### src/rtl/csr_access_unit.sv
// CSR instruction sequencer: runs CSR read-modify-write ops, ECALL trap entry and MRET
// against an external CSR file, then issues the fetch redirect for traps/returns.
module csr_access_unit #(
    parameter int unsigned data_width     = 32,
    parameter int unsigned csr_addr_width = 12,
    parameter int unsigned csr_num        = 900
) (
    input  logic                      clk,
    input  logic                      rst,
    input  logic                      req_valid,
    output logic                      req_ready,
    input  logic [2:0]                req_op,
    input  logic [csr_addr_width-1:0] req_addr,
    input  logic [data_width-1:0]     req_operand,
    input  logic [data_width-1:0]     req_pc,
    output logic                      rsp_valid,
    output logic [data_width-1:0]     rsp_data,
    output logic                      rsp_err,
    output logic                      redir_valid,
    output logic [data_width-1:0]     redir_pc,
    output logic                      csr_we,
    output logic [csr_addr_width-1:0] csr_addr_w,
    output logic [csr_addr_width-1:0] csr_addr_r,
    output logic [data_width-1:0]     csr_wdata,
    input  logic [data_width-1:0]     csr_rdata,
    input  logic [data_width-1:0]     csr_mtvec,
    input  logic [data_width-1:0]     csr_mepc
);

    localparam logic [2:0] OP_ECALL = 3'b000;
    localparam logic [2:0] OP_MRET  = 3'b100;

    localparam logic [csr_addr_width-1:0] ADDR_MSTATUS = csr_addr_width'(12'h300);
    localparam logic [csr_addr_width-1:0] ADDR_MEPC    = csr_addr_width'(12'h341);
    localparam logic [csr_addr_width-1:0] ADDR_MCAUSE  = csr_addr_width'(12'h342);
    localparam logic [data_width-1:0]     CAUSE_ECALL  = data_width'(11);

    typedef enum logic [2:0] {
        IDLE, READ, WRITE, T_EPC, T_CAUSE, T_STAT, M_STAT, REDIR
    } state_t;

    state_t                      state, next_state;
    logic [2:0]                  op_q;
    logic [csr_addr_width-1:0]   addr_q;
    logic [data_width-1:0]       operand_q;
    logic [data_width-1:0]       pc_q;
    logic [data_width-1:0]       old_q;
    logic                        accept;
    logic                        is_imm;
    logic                        addr_illegal;
    logic                        set_clr_noop;
    logic [data_width-1:0]       rmw_value;
    logic [data_width-1:0]       status_new;

    assign accept       = (state == IDLE) && req_valid;
    assign is_imm       = req_op[2] && (req_op[1:0] != 2'b00);
    assign addr_illegal = 32'(addr_q) >= csr_num;
    // Set/clear with a zero mask is a pure read: the CSR must not see a write.
    assign set_clr_noop = op_q[1] && (operand_q == '0);

    always_ff @(posedge clk or posedge rst) begin
        if (rst) begin
            state <= IDLE;
        end else begin
            state <= next_state;
        end
    end

    always_comb begin
        next_state = state;
        case (state)
            IDLE: begin
                if (req_valid) begin
                    if (req_op == OP_ECALL) begin
                        next_state = T_EPC;
                    end else if (req_op == OP_MRET) begin
                        next_state = M_STAT;
                    end else begin
                        next_state = READ;
                    end
                end
            end
            READ:    next_state = WRITE;
            WRITE:   next_state = IDLE;
            T_EPC:   next_state = T_CAUSE;
            T_CAUSE: next_state = T_STAT;
            T_STAT:  next_state = REDIR;
            M_STAT:  next_state = REDIR;
            REDIR:   next_state = IDLE;
            default: next_state = IDLE;
        endcase
    end

    // Request capture; immediate forms keep only the zero-extended zimm.
    always_ff @(posedge clk or posedge rst) begin
        if (rst) begin
            op_q      <= 3'b000;
            addr_q    <= '0;
            operand_q <= '0;
            pc_q      <= '0;
            old_q     <= '0;
        end else begin
            if (accept) begin
                op_q      <= req_op;
                addr_q    <= req_addr;
                operand_q <= is_imm ? data_width'(req_operand[4:0]) : req_operand;
                pc_q      <= req_pc;
            end
            if (state == READ) begin
                old_q <= csr_rdata;
            end
        end
    end

    always_comb begin
        case (op_q[1:0])
            2'b10:   rmw_value = old_q | operand_q;
            2'b11:   rmw_value = old_q & ~operand_q;
            default: rmw_value = operand_q;
        endcase
    end

    always_comb begin
        req_ready   = 1'b0;
        rsp_valid   = 1'b0;
        rsp_data    = '0;
        rsp_err     = 1'b0;
        redir_valid = 1'b0;
        redir_pc    = '0;
        csr_we      = 1'b0;
        csr_addr_w  = '0;
        csr_addr_r  = '0;
        csr_wdata   = '0;
        status_new  = csr_rdata;
        case (state)
            IDLE: req_ready = 1'b1;
            READ: csr_addr_r = addr_q;
            WRITE: begin
                rsp_valid = 1'b1;
                if (addr_illegal) begin
                    rsp_err = 1'b1;
                end else begin
                    rsp_data = old_q;
                    if (!set_clr_noop) begin
                        csr_we     = 1'b1;
                        csr_addr_w = addr_q;
                        csr_wdata  = rmw_value;
                    end
                end
            end
            T_EPC: begin
                csr_we     = 1'b1;
                csr_addr_w = ADDR_MEPC;
                csr_wdata  = pc_q;
            end
            T_CAUSE: begin
                csr_we     = 1'b1;
                csr_addr_w = ADDR_MCAUSE;
                csr_wdata  = CAUSE_ECALL;
            end
            T_STAT: begin
                csr_addr_r        = ADDR_MSTATUS;
                status_new[7]     = csr_rdata[3];
                status_new[3]     = 1'b0;
                status_new[12:11] = 2'b11;
                csr_we            = 1'b1;
                csr_addr_w        = ADDR_MSTATUS;
                csr_wdata         = status_new;
            end
            M_STAT: begin
                csr_addr_r        = ADDR_MSTATUS;
                status_new[3]     = csr_rdata[7];
                status_new[7]     = 1'b1;
                status_new[12:11] = 2'b11;
                csr_we            = 1'b1;
                csr_addr_w        = ADDR_MSTATUS;
                csr_wdata         = status_new;
            end
            REDIR: begin
                redir_valid = 1'b1;
                redir_pc    = (op_q == OP_ECALL) ? {csr_mtvec[data_width-1:2], 2'b00} : csr_mepc;
            end
            default: ;
        endcase
    end

endmodule

### config.mk
export PLATFORM = sky130hd
export DESIGN_NAME = csr_access_unit
export DESIGN_NICKNAME = d
export VERILOG_FILES = /design/src/rtl/csr_access_unit.sv
export SDC_FILE = /design/constraint.sdc
export NUM_CORES = 1
export LEC_CHECK = 0
export CORE_ASPECT_RATIO = 1.25
export CORE_MARGIN = 2
export CORE_UTILIZATION = 38
export DETAILED_ROUTE_END_ITERATION = 10
export PLACE_DENSITY = 0.75
export RECOVER_POWER = 100
export SYNTH_ARGS = -nofsm -noshare
export SYNTH_HDL_FRONTEND = slang
export SYNTH_SLANG_ARGS = --single-unit
### constraint.sdc
create_clock -name clk -period 3.9 [get_ports clk]
set_input_delay 0.78 -clock clk [delete_from_list [all_inputs] [get_ports clk]]
set_output_delay 0.78 -clock clk [all_outputs]
set_load 0.01 [all_outputs]
---- Yosys cells after proc, flatten, opt, wreduce, memory -nomap -nowiden ----
Cells that the tools add are included.
word-level totals
  logic and storage cells ................. 57
  register bits ........................... 114
  output and inout bits ................... 125
  input bits .............................. 178
operators by class
  equality and inequality tests ........... 11
  multiplexer cells ....................... 25
  reduce and logical (&&, ||, !) cells .... 11
  magnitude comparators ................... 1
  bitwise logic cells ..................... 3
operators by type and width
  kind                  count
  $mux 32               7
  $pmux 32 s5           1
  $pmux 32 s2           1
  $pmux 12 s4           1
  $and 32x32->32        1
  $logic_not 32->1      1
  $not 32->32           1
  $or 32x32->32         1
  $mux 12               2
  $pmux 12 s2           1
  $pmux 3 s6            1
  $eq 3x3->1 const B    5
  $ge 12x10->1 const B  1
  $logic_not 3->1       3
  $mux 3                3
  $mux 1                7
  $eq 3x2->1 const B    2
  $eq 2x2->1 const B    2
  $reduce_or 2->1       2
  $reduce_or 4->1       1
  $eq 3x1->1 const B    1
  $logic_and 1x1->1     3
  $ne 2x2->1 const B    1
  $pmux 1 s2            1
  $reduce_bool 2->1     1

---- Depth between registers and ports, before layout ----
Gate-level depths: netlist of run 1.
  word-level depth ........................ 6
  gate-level depth with buffers ........... 7

---- Least setup slack after synthesis of run 1 ----
No wires, ideal clock.
  path type ............................... register to output
  start point ............................. reg addr_q[5]
  end point ............................... out csr_addr_w[2]
  path buffers ............................ 2
  setup slack ............................. 1597 ps
  arrival time ............................ 1523 ps
  stages on the path, launching flop included .. 7
  cells stage by stage .................... dfrtp_1 > nor4_1 > a21o_1 > nand2_1 > buf_2 > buf_4 > nor3b_1
on the way
  word-level cells in the longest chain between the ends .. 3
ends and longest elaborated chain
  item                    line  RTL
  from (decl)             44    logic [csr_addr_width-1:0] addr_q;
  from (signal assigned)  105   addr_q <= req_addr;
  $ge 12x10->1            57    assign addr_illegal = 32'(addr_q) >= csr_num;
  $mux 12                 140   if (addr_illegal) begin
  $pmux 12 s4             135   case (state)
  to (decl)               22    output logic [csr_addr_width-1:0] csr_addr_w,
Every way passes these cells.

---- Worst setup path in the final report of run 1 ----
  start point ............................. reg state[0]
  end point ............................... out rsp_data[25]
on the way
  word-level cells in the longest chain between the ends .. 2
ends and longest elaborated chain
  item                    line  RTL
  from (decl)             42    state_t state, next_state;
  from (signal assigned)  65    state <= next_state;
  $eq 3x2->1              135
  $mux 32                 135
  to (decl)               17    output logic [data_width-1:0] rsp_data,
Every way passes these cells.

==> metrics.cfg, run 1 <==
[status]
outcome=finished, violations left
violations=max-capacitance violations, max-slew violations

[power]
power_mw=7.52
p_leak_nw=4.86
peakVddDrop_mv=0.350
p_per_area_nw_per_um2=733

[clock_network]
clock-sinks=114
cts-hold-fix-buffers=0
clock-root-buffer=clkbuf_16
clock_latency_ns=0.41
cts_setup_buffers=0
cts_tree=yes
clk_pin_slew_worst_paths_ns=0.05
cts_buffers=17
cts_max_level=4
clock_path_buffers=2
cts_resized=0

[critical_path]
start_kind=flip-flop
endpoint_kind=primary output
path_max_fanout=40
slowest_delay_ns=0.74
crit_required_ns=3.12
arrival_ns=2.94
crit_slowest_cell=clkbuf_2
crit_type=flip-flop to primary output
path_cells=nor3_4 -> clkbuf_2 -> and3_1 -> dlygate4sd3_1

[timing]
finalCritPeriodShare=0.955
worst_pin_slew_ns=1.69
grt_setup_unrepaired=no
slew_headroom=-0.124
hold_viol_final=0
clock.fmax_mhz=269
setup_viol=0
setup_tns_ns=0
fin_crit_ns=3.72
setup_ws_ns=0.177
drv_slew=140
fin_skew_ns=0.00671

[synthesis]
synth_seq_cells=114
synth_area_leader_cell=dfrtp_1
postSynth.asyncResetShare=1.00
yosysSeqAreaShare=0.435
yosys_warnings=0
synth_edf_count=0
synth_area_sq_um=6560
yosys-top-cells-area=dfrtp_1 44%, nand2_1 18%, a21oi_1 5.0%
postSynthCellCount=820
synth_cell_types=40
synth_top_area_share=0.435
syn_avg_cell_area_sq_um=7.99
synth_flop_cell=dfrtp_1

[grt]
antenna_found_initial=2
grt_max_degree=76
grt_overflow_total=0
grt_pass1_vias=6913
grt_usage=0.263
grt_pass1_wl_mm=36.8

[placement]
place_ws_ns=0.656
dp.final_hpwl_mm=17.5
numPortBuffers=298
place_congestion=0.820

[die]
dieArea_sq_um=18300
die-width_microns=121
initial_utilization=0.389
die_h_microns=151
rows=53
design.core.area_sq_um=16800
pin_count=303

[routing]
vias=6953
drc=0
wire_per_inst_microns=18.6
ant_nets=0
drt_iter0_markers=383
drt-total-wl_mm=24.7
dr.pass1.iters=5
viasPerCell=5.24

[min_path]
hold_class=flip-flop to flip-flop

[layout]
drive_gt1_frac=0.0896
nNetsFinal=1271
fin_util=0.609
area_growth_syn_to_layout_pct=56.5

[job]
max_cap_violations=3

stage by stage:
step | instances | hold WS [ns] | area (sq um)
3_3_place_gp | 1294 | 0.459 | 9730
4_1_cts | 1325 | 0.476 | 10300
5_1_grt | 1326 | 0.490 | 10300
3_5_place_dp | 1294 | 0.462 | 9730
6_report | 1328 | 0.475 | 10300
2_1_floorplan | 821 | 0.441 | 6560
final timing paths:
kind                           from       endpoint  slack, ns  cells after the start
max                        state[0]   rsp_data[25]       0.18                      4
min in group asynchronous       rst      addr_q[3]       1.31                      2
min reg2reg                 pc_q[8]        pc_q[8]       0.48                      2
min                         pc_q[8]        pc_q[8]       0.48                      2
max in group asynchronous       rst      old_q[25]       0.73                      3
max reg2reg                state[0]  operand_q[16]       0.52                      5
area by class of cell:
class,count,area (sq um)
fillers,1481,6590
multi-input cells,634,3350
repair buffers,320,3170
flip-flops and latches,114,2850
clock buffers,20,447
well taps,220,275
clock inverters,11,138
inverters,6,22.5
diodes,3,7.51
critical path: cells and delay by family, from the launching register on:
family        cells  cell delay [ns]
buf+inv           2             1.42
simple gates      2             0.55
flops             1             0.56
Yosys cell counts (2+ instances only):
library cell  number
o21ai_0            6
nand4_1            2
and3_1            34
nor3_1             2
dfrtp_1          114
a21oi_1           66
nor2b_1            2
a21o_1             3
o31ai_2           14
a22oi_1           28
buf_4              5
clkbuf_1          34
nor2_1            36
buf_2             22
or3_1              2
mux2_2            28
nand3_1           34
a31oi_1            2
nor3_4             3
mux2_1             4
a21boi_0           2
maj3_1             2
nor4_1             8
nand2_1          309
o22ai_1            2
xnor2_1            2
inv_1              5
buf_6              6
and2_1            11
nor3b_1            5
o31ai_1           18
cells by family after synthesis:
| family | after synthesis | synth area share |
|---|---|---|
| AND/OR/NAND/NOR | 451 | 0.299 |
| AO/OA/AOI/OAI | 145 | 0.149 |
| flip-flops | 114 | 0.435 |
| buffers and inverters | 73 | 0.0557 |
| multiplexers | 32 | 0.0550 |
| adder cells (fa/ha/maj) | 2 | 0.00305 |
| XOR/XNOR | 2 | 0.00267 |
| other | 1 | 0.000572 |
cell usage in the layout, fill, tap and decap left out, types with 5 or more instances in the layout:
master	n
a21oi_1	66
a22oi_1	28
and2_0	10
buf_4	8
nor3b_1	5
o31ai_1	18
clkbuf_1	8
o21ai_0	6
clkbuf_16	17
nand2_1	308
clkinv_2	5
dfrtp_1	114
o31ai_2	14
nor4_1	8
mux2_2	28
dlygate4sd3_1	100
nand3_1	34
clkdlybuf4s50_1	198
and3_1	34
nor2_1	34
power by group:
group | total, mW | internal (mW) | switching, mW | leakage [nW]
clock network | 1.57 | 1.01 | 0.559 | 0.281
logic | 3.74 | 1.67 | 2.07 | 3.16
registers | 2.21 | 1.73 | 0.480 | 1.42
metal layers:
layer,global-route usage,routed length [microns],up-vias
met4,0.111,815,0
li1,-,-,3322
met5,0,0,-
met1,0.292,9160,3263
met2,0.469,12600,321
met3,0.0768,2170,47
flip-flops by register name, summed over array words and instances (netlist names):
name,cells
addr_q,12
old_q,32
op_q,3
operand_q,32
pc_q,32
state,3
No activity file was read; power rests on OpenSTA's default activity.
==> run 2, diff against run 1 <==
Settings changed: SETUP_SLACK_MARGIN set to 0.02.
==> results of run 2 <==
Final layout, timing and power as in run 1 (identical DEF).
==> run 3, diff against run 2 <==
Settings changed: CORE_MARGIN 2 to not set, SKIP_LAST_GASP set to 1.
==> run 3 against run 2 <==
The run still ends with max-capacitance violations, max-slew violations left. Final area decreased by 0.29%. Highest routed layer unchanged. Utilization decreased by 0.18 points. Sequential power about the same. Critical path depth increased by 2. Non-clock buffer count decreased by 4. Cell count decreased by 0.45%.
==> metrics.cfg, run 3 (same netlist as run 1, synthesis figures left out) <==
[status]
outcome=finished, violations left
violations=max-capacitance violations, max-slew violations

[routing]
viasPerCell=5.21  ; -0.49%
drt_iter0_markers=324  ; -15%
dr.pass1.iters=5  ; unchanged
drc=0  ; unchanged
wire_per_inst_microns=18.3  ; -1.5%
ant_nets=0  ; unchanged
vias=6888  ; -0.93%
drt-total-wl_mm=24.2  ; -2.0%

[critical_path]
path_cells=nor4_1 -> nand4_1 -> nor3_4 -> clkbuf_4 -> o31ai_2 -> dlygate4sd3_1
path_max_fanout=29  ; -28%
crit_type=flip-flop to primary output
crit_slowest_cell=dlygate4sd3_1
slowest_delay_ns=0.62  ; -0.12 ns
crit_required_ns=3.12  ; about the same
arrival_ns=2.99  ; +0.05 ns
path_buf_inv=2  ; unchanged
endpoint_kind=primary output
start_kind=flip-flop
critPathTopFamily=buffers and inverters

[placement]
dp.final_hpwl_mm=16.9  ; -3.3%
postPlaceCellArea_sq_um=9700  ; -0.31%
numPortBuffers=298  ; unchanged
place_ws_ns=0.598  ; -0.0575 ns
place_congestion=0.799  ; -2.5%

[die]
rows=53  ; unchanged
design.core.area_sq_um=16800  ; unchanged
pin_count=303  ; unchanged
die-width_microns=119  ; -1.6%
dieArea_sq_um=17800  ; -3.0%
die_h_microns=149  ; -1.3%
initial_utilization=0.389  ; unchanged

[grt]
grt_usage=0.268  ; +0.00529
antenna_found_initial=2  ; unchanged
grt_overflow_total=0  ; unchanged
grt_max_degree=71  ; -6.6%
grt_pass1_wl_mm=36.6  ; -0.67%
grt_pass1_vias=6774  ; -2.0%

[timing]
clock.fmax_mhz=265  ; -1.3%
drv_slew=102  ; -27%
fin_crit_ns=3.77  ; +0.0493 ns
worst_pin_slew_ns=2.74  ; +1.06 ns
slew_headroom=-0.829  ; -0.705
fin_skew_ns=0.00715  ; +0.000441 ns
finalCritPeriodShare=0.967  ; +0.0126
setup_tns_ns=0  ; unchanged
hold_viol_final=0  ; unchanged
setup_ws_ns=0.128  ; -0.0493 ns
grt_setup_unrepaired=no
setup_viol=0  ; unchanged

[layout]
multi_input_area_sq_um=3370  ; +0.45%
drive_gt1_frac=0.0917  ; +0.00214
final_area_sq_um=10200  ; -0.29%
seq_area_sq_um=2850  ; unchanged
final_common_cell=nand2_1
nNetsFinal=1267  ; -0.31%
area_growth_syn_to_layout_pct=56.0
mostFrequentLayoutCells=307 x nand2_1, 216 x clkdlybuf4s50_1, 114 x dfrtp_1
reg_top3=old_q: 32 flops, operand_q: 32 flops, pc_q: 32 flops
fillers=1496  ; +1.0%

[power]
seq_power_share=0.300  ; +0.006
p_int_mw=4.34  ; -1.6%
combinationalPowerShare=0.506  ; +0.009
p_leak_nw=4.83  ; -0.70%
pwr-share-clk=0.194  ; -0.015
swShare=0.415  ; +0.00177
switchingPower_mw=3.08  ; -0.83%
peakVddDrop_mv=0.329  ; -6.0%
power_mw=7.43  ; -1.3%
p_per_area_nw_per_um2=726  ; -0.96%

[clock_network]
clk_pin_slew_worst_paths_ns=0.05  ; about the same
cts-hold-fix-buffers=0  ; unchanged
clock-root-buffer=clkbuf_16
clock_latency_ns=0.40  ; about the same
cts_tree=yes
cts_buffers=17  ; unchanged
clock_path_buffers=2  ; unchanged
cts_max_level=4  ; unchanged
clock-sinks=114  ; unchanged

[min_path]
hold_class=flip-flop to flip-flop

[job]
max_cap_violations=2  ; -1

## run 3: changes by cell type in the layout (fill, tap and decap cells not counted), moves of 2 or more
cell,delta
and2_0,-6
diode_2,-2
dlygate4sd3_1,-18
clkbuf_2,-2
bufinv_16,-2
and2_1,+6
clkdlybuf4s50_1,+18
clkbuf_1,-5
## run 3: metal layers
metal | routed length, microns | part of all wire | global-route usage | up-vias
met5 | 0 | 0 | 0 | -
met4 | 780 | 0.032 | 0.121 | 0
met3 | 2050 | 0.085 | 0.0860 | 50
met2 | 12300 | 0.51 | 0.471 | 290
met1 | 9110 | 0.38 | 0.294 | 3246
li1 | - | - | - | 3302
## run 3: timing repair
item                                    CTS  global route
resized for setup                         0             1
setup buffers                             0             0
endpoints found under the setup margin    0             1
## run 3: final timing paths
check / startpoint / endpoint / slack [ns] / depth (start not counted)
worst max-delay path: operand_q[11] / csr_wdata[17] / 0.13 / 6
worst min-delay path: pc_q[25] / pc_q[25] / 0.48 / 2
worst max register to register: state[2] / operand_q[5] / 0.66 / 5
worst min register to register: pc_q[25] / pc_q[25] / 0.48 / 2
max in group asynchronous: rst / operand_q[15] / 0.65 / 2
min in group asynchronous: rst / addr_q[5] / 1.64 / 2
## run 3: final cells by class
type / instances / area share
antenna: 1 / 0.000245
multi-input combinational: 634 / 0.329
inverter: 6 / 0.00220
clock buffer: 21 / 0.0450
timing repair buffer: 316 / 0.309
tap: 220 / 0.0269
clock inverter: 10 / 0.00844
sequential: 114 / 0.279
## run 3: power by group through the flow
| stage | logic, mW | registers (mW) | clock network (mW) |
|---|---|---|---|
| global route | 4.09 | 2.30 | 1.52 |
| finish | 3.76 | 2.23 | 1.44 |
| CTS | 3.87 | 2.22 | 1.46 |
| floorplan | 2.33 | 2.08 | 0 |
| global placement | 3.80 | 2.20 | 0 |
| detailed placement | 3.86 | 2.23 | 0 |
## run 3: per-stage QoR
step | hold WS [ns] | utilization | cells
after floorplan | 0.441 | - | 821
after global placement | 0.459 | 0.576 | 1290
after detailed placement | 0.464 | 0.576 | 1290
after CTS | 0.478 | 0.608 | 1321
after global routing | 0.494 | 0.607 | 1321
final | 0.477 | 0.607 | 1322
## run 3: worst min-delay path: stages (launching register included)
cell and delay [ns]:
dfrtp_1 0.34, nand2_1 0.05, nand2_1 0.05
